File: src/rtl/gray_pkg.sv
// Shared Gray-code helpers and the decoder state encoding.
package gray_pkg;

  localparam int unsigned FN_W = 32;

  typedef enum logic {
    ACQUIRE = 1'b0,
    TRACK   = 1'b1
  } state_t;

  // Each binary bit is the XOR of all Gray bits at or above it; zero-extension keeps this width-agnostic.
  function automatic logic [FN_W-1:0] gray2bin(input logic [FN_W-1:0] g);
    logic [FN_W-1:0] b;
    b = '0;
    for (int i = 0; i < int'(FN_W); i++) begin
      b[i] = ^(g >> i);
    end
    return b;
  endfunction

  function automatic logic [FN_W-1:0] bin2gray(input logic [FN_W-1:0] b);
    return b ^ (b >> 1);
  endfunction

endpackage

File: src/rtl/gray_sync.sv
// Multi-bit two-flop synchroniser; only safe for buses that change one bit at a time (Gray code).
module gray_sync #(
  parameter int unsigned BITS = 5
) (
  input  logic            clk,
  input  logic            rst_n,
  input  logic [BITS-1:0] async_bus,
  output logic [BITS-1:0] sync_bus
);

  logic [BITS-1:0] sync1;

  always_ff @(posedge clk) begin
    if (!rst_n) begin
      sync1    <= '0;
      sync_bus <= '0;
    end else begin
      sync1    <= async_bus;
      sync_bus <= sync1;
    end
  end

endmodule

File: src/rtl/gray_count_decoder.sv
// Loopback checker for a Gray-coded counter: synchronise, decode, classify steps, track lock and errors.
module gray_count_decoder
  import gray_pkg::*;
#(
  parameter int unsigned BITS          = 5,
  parameter int unsigned STABLE_CYCLES = 4,
  parameter int unsigned ERR_W         = 8
) (
  input  logic             clk,
  input  logic             rst_n,
  input  logic [BITS-1:0]  gray_in,
  output logic [BITS-1:0]  bin_out,
  output logic             bin_valid,
  output logic             dir_up,
  output logic             wrap,
  output logic             locked,
  output logic             err,
  output logic [ERR_W-1:0] err_count
);

  localparam int unsigned CNT_W = $clog2(STABLE_CYCLES + 1);
  localparam logic [CNT_W-1:0] STABLE_N = CNT_W'(STABLE_CYCLES);
  localparam logic [BITS-1:0]  MAX_VAL  = '1;

  logic [BITS-1:0]  sync2;
  logic [BITS-1:0]  cur_bin;
  logic [BITS-1:0]  cur_d;
  logic [1:0]       warm;
  logic [BITS-1:0]  prev_bin;
  logic [CNT_W-1:0] stable_cnt;
  state_t           state;

  state_t           state_next;
  logic [CNT_W-1:0] stable_cnt_next;
  logic [BITS-1:0]  prev_bin_next;
  logic [BITS-1:0]  bin_out_next;
  logic             bin_valid_next;
  logic             dir_up_next;
  logic             wrap_next;
  logic             err_next;
  logic [ERR_W-1:0] err_count_next;
  logic [BITS-1:0]  step_up;
  logic [BITS-1:0]  step_dn;

  gray_sync #(.BITS(BITS)) u_sync (
    .clk       (clk),
    .rst_n     (rst_n),
    .async_bus (gray_in),
    .sync_bus  (sync2)
  );

  assign step_up = prev_bin + BITS'(1);
  assign step_dn = prev_bin - BITS'(1);

  // Decode pipeline; warm blocks stability counting until cur_d holds a post-reset sample.
  always_ff @(posedge clk) begin
    if (!rst_n) begin
      cur_bin <= '0;
      cur_d   <= '0;
      warm    <= '0;
    end else begin
      cur_bin <= BITS'(gray2bin(FN_W'(sync2)));
      cur_d   <= cur_bin;
      warm    <= (warm == 2'd3) ? warm : warm + 2'd1;
    end
  end

  always_ff @(posedge clk) begin
    if (!rst_n) begin
      state      <= ACQUIRE;
      stable_cnt <= '0;
      prev_bin   <= '0;
      bin_out    <= '0;
      bin_valid  <= 1'b0;
      dir_up     <= 1'b1;
      wrap       <= 1'b0;
      locked     <= 1'b0;
      err        <= 1'b0;
      err_count  <= '0;
    end else begin
      state      <= state_next;
      stable_cnt <= stable_cnt_next;
      prev_bin   <= prev_bin_next;
      bin_out    <= bin_out_next;
      bin_valid  <= bin_valid_next;
      dir_up     <= dir_up_next;
      wrap       <= wrap_next;
      locked     <= (state_next == TRACK);
      err        <= err_next;
      err_count  <= err_count_next;
    end
  end

  // Up-step is tested first so that with BITS=1 every change reads as +1.
  always_comb begin
    state_next      = state;
    stable_cnt_next = stable_cnt;
    prev_bin_next   = prev_bin;
    bin_out_next    = bin_out;
    bin_valid_next  = 1'b0;
    dir_up_next     = dir_up;
    wrap_next       = 1'b0;
    err_next        = 1'b0;
    err_count_next  = err_count;

    case (state)
      ACQUIRE: begin
        if (warm == 2'd3) begin
          if (cur_bin == cur_d) begin
            stable_cnt_next = (stable_cnt >= STABLE_N) ? stable_cnt : stable_cnt + CNT_W'(1);
          end else begin
            stable_cnt_next = CNT_W'(1);
          end
          if (stable_cnt_next >= STABLE_N) begin
            state_next     = TRACK;
            prev_bin_next  = cur_bin;
            bin_out_next   = cur_bin;
            bin_valid_next = 1'b1;
          end
        end
      end
      TRACK: begin
        if (cur_bin == step_up) begin
          prev_bin_next  = cur_bin;
          bin_out_next   = cur_bin;
          bin_valid_next = 1'b1;
          dir_up_next    = 1'b1;
          wrap_next      = (prev_bin == MAX_VAL);
        end else if (cur_bin == step_dn) begin
          prev_bin_next  = cur_bin;
          bin_out_next   = cur_bin;
          bin_valid_next = 1'b1;
          dir_up_next    = 1'b0;
          wrap_next      = (prev_bin == '0);
        end else if (cur_bin != prev_bin) begin
          err_next        = 1'b1;
          err_count_next  = (err_count == '1) ? err_count : err_count + ERR_W'(1);
          state_next      = ACQUIRE;
          stable_cnt_next = CNT_W'(1);
        end
      end
      default: state_next = ACQUIRE;
    endcase
  end

endmodule
File: config.mk
export PLATFORM = sky130hd
export DESIGN_NAME = gray_count_decoder
export DESIGN_NICKNAME = d
export VERILOG_FILES = /design/src/rtl/gray_pkg.sv /design/src/rtl/gray_sync.sv /design/src/rtl/gray_count_decoder.sv
export SDC_FILE = /design/constraint.sdc
export NUM_CORES = 1
export LEC_CHECK = 0
export ABC_AREA = 1
export BUFFER_PORTS_ARGS = -buffer_cell sky130_fd_sc_hd__buf_2
export CORE_MARGIN = 1
export CORE_UTILIZATION = 55
export DETAILED_ROUTE_END_ITERATION = 8
export HOLD_SLACK_MARGIN = 0.03
export PLACE_DENSITY_LB_ADDON = 0.3
export SYNTH_ARGS = -nofsm -noshare
export SYNTH_HDL_FRONTEND = slang
export SYNTH_SLANG_ARGS = --single-unit
File: constraint.sdc
create_clock -name clk -period 2.65 [get_ports clk]
set_input_delay 0.1325 -clock clk [delete_from_list [all_inputs] [get_ports clk]]
set_output_delay 0.1325 -clock clk [all_outputs]
set_load 0.02 [all_outputs]
# ---- Word level (Yosys, flattened, before mapping)
# Cells that the tools add are included.
dict set report op_classes {
  n_addsub 5
  order_cmp 2
  n_eq_ne 13
  mux 28
  n_bitwise 5
  n_reduce_logical 13
}
# cell n
set ops {}
lappend ops {{32-bit XOR reduction} 5}
lappend ops {{3-bit 2-to-1 mux} 8}
lappend ops {{5-bit 2-to-1 mux} 4}
lappend ops {{5-bit equality test} 3}
lappend ops {{1-bit 2-to-1 mux} 12}
lappend ops {{5-bit one-hot mux with 2 select lines} 1}
lappend ops {{8-bit by 1-bit adder with 8-bit output, second input constant} 1}
lappend ops {{8-bit equality test, second input constant} 1}
lappend ops {{2-bit != test, second input constant} 4}
lappend ops {{3-bit greater-or-equal comparator, second input constant} 2}
lappend ops {{3-bit one-hot mux with 2 select lines} 1}
lappend ops {{5-bit by 1-bit adder with 5-bit output, second input constant} 1}
lappend ops {{5-bit equality test, second input constant} 1}
lappend ops {{5-bit zero test} 1}
lappend ops {{5-bit != test} 1}
lappend ops {{1-bit inverter} 5}
lappend ops {{5-bit AND reduction} 1}
lappend ops {{5-bit by 1-bit subtractor with 5-bit output, second input constant} 1}
lappend ops {{1-bit one-hot mux with 2 select lines} 2}
lappend ops {{2-bit AND reduction} 2}
lappend ops {{4-bit AND reduction} 1}
lappend ops {{4-bit OR reduction} 1}
lappend ops {{3-bit by 1-bit adder with 3-bit output, second input constant} 1}
lappend ops {{3-bit by 1-bit != test with 1-bit output, second input constant} 1}
lappend ops {{5 further kinds} 5}
dict set report word_totals {
  register_bits 43
  input_bits 7
  out_inout_bits 18
  word_cells 79
}

# ---- Depth between registers and ports, before layout
# Gate-level depths: netlist of the first run.
dict set report depth {
  ltp_word 9
  mapped_depth 14
}

# ---- Hierarchy
# A second synthesis of the first run with hierarchy kept.
dict set report hier_totals {
  cells_unflattened 291
  area_unflattened_um2 2105.8
}
# mod instances cells_per_inst area_each_um2 seq_area_each_um2
set by_module_without_submodules {}
lappend by_module_without_submodules {gray_count_decoder 1 260 1819.2 660.6}
lappend by_module_without_submodules {gray_sync 1 31 286.5 200.2}

# ---- Worst setup path before layout of the first run
# Ideal clock, no wire load.
dict set report synth_timing {
  path_kind {flip-flop to flip-flop}
  from {register bin_out[1] (netlist name)}
  to {register bin_out[3]}
  t_arrival_ps 1985
  required_time_ps 2537
  slack_ps 552
  stages_incl_launch_ff 14
  path_buffers 0
  period_less_slack_ps 2098
  path_cell_list {dfxtp_1 -> ha_1 -> inv_1 -> nor3_1 -> ha_1 -> xor2_1 -> nor2_2 -> nand3_2 -> nand2_4 -> nand2_4 -> nand2_4 -> nand2_1 -> nand2_1 -> nor2_1}
}
# element line
set synth_rtl {}
lappend synth_rtl {{end signal, assigned} gray_count_decoder.sv:84} ;# bin_out <= bin_out_next;
lappend synth_rtl {{end, declared} gray_count_decoder.sv:12} ;# output logic [BITS-1:0] bin_out,

==> flow_summary.ini, run 1 <==
[placed_design]
io_buffer_count = 24
hpwlAfterDp_um = 2760
dpl_cell_area_um2 = 2271
routabilityCongestion = 0.8646

[synth]
post-synth-top-area-fraction_pct = 40.83
yosys.cell_count.top_type = sky130_fd_sc_hd__nand2_1
ys_async_sr_fraction_pct = 0
synth_edf_count = 0
yosysWarningCount = 0
synth_seq_cells = 43
synth.lib_cells_used.distinct = 26
postSynth.topFlopCell = sky130_fd_sc_hd__dfxtp_1
synth_nets = 310
most_area_hungry_cell_type_in_the_yosys_netlist = sky130_fd_sc_hd__dfxtp_1
synthesis.instances = 296
synth_area_leaders = sky130_fd_sc_hd__dfxtp_1 41%, sky130_fd_sc_hd__nand2_1 15%, sky130_fd_sc_hd__inv_1 6.8%
synth.yosys.seq_area_share_pct = 40.83
ys_top_cells_by_count = 86 x sky130_fd_sc_hd__nand2_1, 43 x sky130_fd_sc_hd__dfxtp_1, 38 x sky130_fd_sc_hd__inv_1, 30 x sky130_fd_sc_hd__nor2_1, 23 x sky130_fd_sc_hd__nand3_1
synth.cell_area_um2 = 2108
syn_area_per_cell_um2 = 7.123

[global_routing]
via_count_of_the_first_global_routing_pass = 1613
grt.total_usage_pct = 20.92
grt_max_degree = 30
global_route_wire_length_before_repair_um = 6727
globalRouteOverflowTotal = 0
initial_antenna_violation_count = 0

[timing]
timing.slew.headroom_pct = 65.24
finalClockSkew_ps = 6.121
final-max-slew-violation-count = 0
fmaxAchievable_ghz = 0.4595
setup_viol_count_final = 0
layout_min_cycle_time_ps = 2176
worst_margin_slew_ps = 520.8
rsz0062_at_grt = no
totalNegativeSetupSlack_ps = 0
final_min_period_over_clock_period_pct = 82.12
hold_violations = 0

[floorplan]
design.die.area_um2 = 4085
design.portCount = 25
fp.dieW_um = 63.92
floorplan.initialDensity_pct = 57.59
design.core.area_um2 = 3661
core.rowCount = 22
dieHeight_um = 63.92

[critical_path]
critPathBufInv = 1
critical_path.cell_chain = ha_1, inv_1, nor3_1, ha_1, xor2_1, nor2_2, nand3_2, nand2_4, nand2_4, nand2_4, nand2_1, nand2_1, nor2_1
cpMaxStageDelayCell = sky130_fd_sc_hd__dfxtp_1
rrSetupSlack_ps = 470
timing_worst_setup_path_type = flip-flop to flip-flop
endpoint_kind = flip-flop
critPathCapture = bin_out[0]
cpMostUsedCell = sky130_fd_sc_hd__nand2_4
worstPathRequired_ps = 2850
startpoint_type = flip-flop
cp.arrival_ps = 2370
rr_endpoint = bin_out[0]
critPathMaxFanout = 10
max_stage_delay_ps = 440
critical_path.top_delay_family = simple AND/OR/NAND/NOR gates
path_depth = 13
critical_path.reg2reg.startpoint = bin_out[1]
ff2ff_path_depth = 13
startpoint = bin_out[1]

[finish]
post_route_cells_drive_above_1_share_pct = 15.55
core_util_final_pct = 65.93
diodes = 0
final_net_count = 341
fill_cells = 335
finish.instance_area_um2 = 2414
flow.area_growth_from_synthesis_pct = 14.48

[cts]
cts_root_buf = sky130_fd_sc_hd__clkbuf_8
cts_tree = yes
cts_inserted_buffers = 5
clock_slew_seen_by_the_registers_of_the_worst_setup_and_hold_paths_ps = 90
clk_latency_ps = 290
ctsHtreeMaxLevel = 2
clk_sink_count = 43
ctsResizeCount = 0
cts.path.max_buffers = 2

[routing]
detail-route-antenna-nets = 0
num_vias = 1785
wire_per_inst_um = 10.31
drt_iter0_markers = 82
totalWireLength_um = 3878
count_of_tritonroute_iterations_in_the_first_routing_pass = 4
drc_errors = 0
routed_via_density = 4.747

[job]
cap_viol_max_count = 0

[outcome]
status = complete, no violations

[power]
power.leakage_nw = 1.255
power_density_normalized_to_cell_area_nw_per_um2 = 532.1
ir_worst_vdd_uv = 438.4

[min_path]
min-delay-path-class = input pin to flip-flop
final cells by class:
class / instances / area [µm²] / share of cell area (%)
clock inverters: 3 / 23.77 / 0.9850
flip-flops and latches: 43 / 860.8 / 35.67
inverters: 43 / 161.4 / 6.687
repair buffers: 30 / 177.7 / 7.361
multi-input cells: 204 / 1061 / 43.96
clock buffers: 5 / 68.82 / 2.851
well taps: 48 / 60.06 / 2.488
kinds of logic after synthesis:
logic type / synth area share [%]
AOI/OAI and AO/OA: 5.163
buffers and inverters: 8.843
adders and majority gates: 4.154
DFF: 40.83
xor gates and xnor gates: 7.063
and+or+nand+nor: 33.95
per-stage QoR:
stage	hold WS, ps	power [mW]	worst slack (ps)	instances
floorplan	230.1	0.8366	552.0	296
CTS	283.6	1.297	490.1	376
finish	283.1	1.284	473.8	376
detailed placement	319.2	0.8705	504.9	363
global route	310.0	1.355	314.9	376
global placement	311.7	0.8638	592.5	363
timing repair:
item | 4_1_cts | 5_1_grt
setup buffers | 0 | 0
endpoints found under the hold margin | 5 | 0
hold buffers | 5 | 0
worst min-delay path by stage:
stage,startpoint,to,slack (ps),depth (start not counted)
6_report,rst_n,dir_up,280,2
5_1_grt,rst_n,u_sync.sync_bus[0],310,3
4_1_cts,rst_n,dir_up,280,2
3_5_place_dp,gray_in[0],u_sync.sync1[0],320,3
3_3_place_gp,gray_in[0],u_sync.sync1[0],310,3
2_1_floorplan,gray_in[0],u_sync.sync1[0],230,2
flip-flops by register name, summed over array words and instances, names as in the netlist:
name             count
warm                 2
u_sync.sync1         5
cur_bin              5
wrap                 1
cur_d                5
err_count            8
bin_valid            1
err                  1
bin_out              5
u_sync.sync_bus      5
state                1
dir_up               1
stable_cnt           3
layer usage:
| metal | wire length, µm | up-vias | GRT usage [%] | share of wire (%) |
|---|---|---|---|---|
| met5 | 0 | - | 0 | 0 |
| met2 | 1792 | 28 | 35.64 | 46 |
| met1 | 1915 | 777 | 25.84 | 49 |
| li1 | - | 976 | - | - |
| met4 | 45 | 0 | 6.818 | 1.2 |
| met3 | 125 | 4 | 4.821 | 3.2 |
cell usage in the layout, fill, tap and decap left out, drive strengths merged, types with 6 or more instances in the layout:
master  Yosys  layout
inv        43      44
o21ai       6       6
a21oi      12      12
nor2       33      33
nand2      91      91
ha          7       7
xnor2       9       9
buf         3      25
dfxtp      43      43
xor2        8       8
nand3      25      25
nand4       6       6
report_power, final:
group	switching, mW	internal (mW)
combinational	0.0990	0.0636
clock	0.236	0.188
sequential	0.0218	0.676
total	0.357	0.928
Power figures use the tool's default switching activity.
==> run 2, diff against run 1 <==
--- a/config.mk
+++ b/config.mk
@@ -5,7 +5,7 @@
 export SDC_FILE = /design/constraint.sdc
 export NUM_CORES = 1
 export LEC_CHECK = 0
-export ABC_AREA = 1
+export ABC_AREA = 0
 export BUFFER_PORTS_ARGS = -buffer_cell sky130_fd_sc_hd__buf_2
 export CORE_MARGIN = 1
 export CORE_UTILIZATION = 55
==> constraint.sdc (replaced) <==
create_clock -name clk -period 2.2 [get_ports clk]
set_input_delay 0.11 -clock clk [delete_from_list [all_inputs] [get_ports clk]]
set_output_delay 0.11 -clock clk [all_outputs]
set_load 0.02 [all_outputs]
==> flow_summary.ini, run 2 <==
[synth]
postSynth.topFlopCell = sky130_fd_sc_hd__dfxtp_1
synth_top_family_by_area = simple AND/OR/NAND/NOR gates
post_synth_xor_area_fraction_pct = 11.40
synth_seq_cells = 43
yosys.cell_count.top_type = sky130_fd_sc_hd__dfxtp_1
muxShareOfSynthArea_pct = 3.145
synth_edf_count = 0
synth.cell_area_um2 = 1909
synthAdderAreaFrac_pct = 4.587
syn_area_per_cell_um2 = 9.547
ys_async_sr_fraction_pct = 0
yosysWarningCount = 0
synthesized_area_fraction_occupied_by_ao_oa_aoi_and_oai_cells_pct = 9.699
post-synth-top-area-fraction_pct = 45.09
synth.lib_cells_used.distinct = 44
synth.yosys.seq_area_share_pct = 45.09
most_area_hungry_cell_type_in_the_yosys_netlist = sky130_fd_sc_hd__dfxtp_1
ys_top_cells_by_count = 43 x sky130_fd_sc_hd__dfxtp_1, 20 x sky130_fd_sc_hd__and2_1, 18 x sky130_fd_sc_hd__nand2_1, 12 x sky130_fd_sc_hd__nand3_1, 12 x sky130_fd_sc_hd__xnor2_1
synthSimpleGateAreaFrac_pct = 21.30
synth_nets = 214
synthesis.instances = 200
synth_area_leaders = sky130_fd_sc_hd__dfxtp_1 45%, sky130_fd_sc_hd__and2_1 6.6%, sky130_fd_sc_hd__xnor2_1 5.5%

[placed_design]
routabilityCongestion = 0.8836
io_buffer_count = 24
dpl_cell_area_um2 = 2132
hpwlAfterDp_um = 2358

[cts]
cts.path.max_buffers = 2
clk_latency_ps = 340
cts_tree = yes
ctsHtreeMaxLevel = 2
clk_sink_count = 43
cts_root_buf = sky130_fd_sc_hd__clkbuf_4
cts_inserted_buffers = 5
clock_slew_seen_by_the_registers_of_the_worst_setup_and_hold_paths_ps = 130

[routing]
drc_errors = 0
routed_via_density = 5.206
totalWireLength_um = 3603
count_of_tritonroute_iterations_in_the_first_routing_pass = 5
wire_per_inst_um = 12.38
detail-route-antenna-nets = 0
num_vias = 1515
drt_iter0_markers = 83

[global_routing]
globalRouteOverflowTotal = 0
grt.total_usage_pct = 19.82
global_route_wire_length_before_repair_um = 5354
grt_max_degree = 47
via_count_of_the_first_global_routing_pass = 1281
initial_antenna_violation_count = 0

[timing]
final-max-slew-violation-count = 0
fmaxAchievable_ghz = 0.4613
rsz0062_at_grt = yes
setup_viol_count_final = 0
finalClockSkew_ps = 11.26
hold_violations = 0
final_min_period_over_clock_period_pct = 98.53
timing.slew.headroom_pct = 57.10
totalNegativeSetupSlack_ps = 0
layout_min_cycle_time_ps = 2168
worst_margin_slew_ps = 643.5

[floorplan]
design.die.area_um2 = 3711
design.portCount = 25
core.rowCount = 21
fp.dieW_um = 60.92
design.core.area_um2 = 3337
dieHeight_um = 60.92
floorplan.initialDensity_pct = 57.22

[finish]
fill_cells = 256
seq_area_um2 = 868.3
post_route_cells_drive_above_1_share_pct = 28.57
core_util_final_pct = 71.77
registers.top_by_ff_count = err_count
diodes = 0
final_net_count = 258
finish.instance_area_um2 = 2395
footprint_of_the_multi_input_gates_um2 = 1040
final_common_cell = sky130_fd_sc_hd__dfxtp_1
layout_common_cells = 41 x sky130_fd_sc_hd__dfxtp_1, 24 x sky130_fd_sc_hd__buf_2, 20 x sky130_fd_sc_hd__and2_1
flow.area_growth_from_synthesis_pct = 25.43
largest_register_ffs = 8

[critical_path]
ff2ff_path_depth = 9
critPathMaxFanout = 5
timing_worst_setup_path_type = flip-flop to flip-flop
worstPathRequired_ps = 2480
startpoint_type = flip-flop
endpoint_kind = flip-flop
max_stage_delay_ps = 500
cp.arrival_ps = 2450
cpMaxStageDelayCell = sky130_fd_sc_hd__or4_4
cpMostUsedCell = sky130_fd_sc_hd__ha_4
critical_path.cell_chain = ha_4, and3_2, ha_4, xnor2_1, and3_1, nand3_2, nand3_4, or4_4, a21boi_1

[min_path]
hold-path-cell-count = 2
min-delay-path-class = input pin to flip-flop

[power]
power_density_normalized_to_cell_area_nw_per_um2 = 622.5
ir_worst_vdd_uv = 427.7
power.leakage_nw = 1.045

[outcome]
status = complete, no violations

[job]
cap_viol_max_count = 0
[run 2: changes by cell type after synthesis, sizes merged, moves of 6 or more]
cell and change:
nand2 -73, and2 +20, nand3 -12, a21oi -10
inv -32, mux2i +6, nor2 -31
[run 2: per-stage QoR]
stage               hold slack, ps  total power, mW  worst slack, ps  std cells
floorplan                    237.3           0.9455            8.403        200
global placement             314.8           0.9721            37.32        268
detailed placement           320.5           0.9766           -35.39        268
CTS                          295.1            1.491            12.02        282
global route                 314.8            1.566           -28.83        291
finish                       294.5            1.491            32.34        291
[run 2: final timing paths]
path / from / end / slack [ps]
worst max-delay path: bin_out[0] / err_count[5] / 30
worst min-delay path: rst_n / dir_up / 290
worst min register to register: u_sync.sync1[3] / u_sync.sync_bus[3] / 450
worst max register to register: bin_out[0] / err_count[5] / 30
[run 2: area by class of cell]
type	count	share of cell area [%]
clock buffers	6	2.142
flip-flops and latches	43	36.26
well taps	46	2.403
repair buffers	46	12.59
inverters	11	1.724
clock inverters	2	1.463
multi-input cells	137	43.42
[run 2: kinds of logic (layout without fill, tap and decap cells)]
| logic type | after synthesis | after routing |
|---|---|---|
| xor gates and xnor gates | 24 | 24 |
| DFF | 43 | 43 |
| adders and majority gates | 7 | 7 |
| and+or+nand+nor | 73 | 74 |
| muxes | 6 | 6 |
| AOI/OAI and AO/OA | 26 | 26 |
| buffers and inverters | 21 | 65 |
[run 2: per-layer routing]
| layer | part of all wire [%] | vias to the layer above | track usage [%] |
|---|---|---|---|
| met3 | 2.7 | 7 | 5.117 |
| met2 | 50 | 32 | 32.65 |
| met5 | 0 | - | 0 |
| li1 | - | 767 | - |
| met4 | 1.6 | 0 | 8.117 |
| met1 | 45 | 709 | 24.70 |
[run 2: critical path: cells and delay by family (launching register included)]
| kind | cells | cell delay [ps] |
|---|---|---|
| and+or+nand+nor | 5 | 1110 |
| DFF | 1 | 380 |
| adders and majority gates | 2 | 370 |
| AOI/OAI and AO/OA | 1 | 130 |
| xor gates and xnor gates | 1 | 110 |
[run 2: power by group]
part	internal [mW]	leakage [nW]	switching [mW]
logic	0.0748	0.645	0.0756
clock network	0.269	0.0482	0.242
registers	0.806	0.352	0.0230
total	1.15	1.05	0.341
[run 2: what timing repair did]
action,in CTS,in global routing
gates resized for setup,2,10
hold buffers,5,0
pin swaps,0,5
setup endpoints to repair,7,9
hold endpoints to repair,5,0
buffers inserted,1,8
gates cloned,0,1
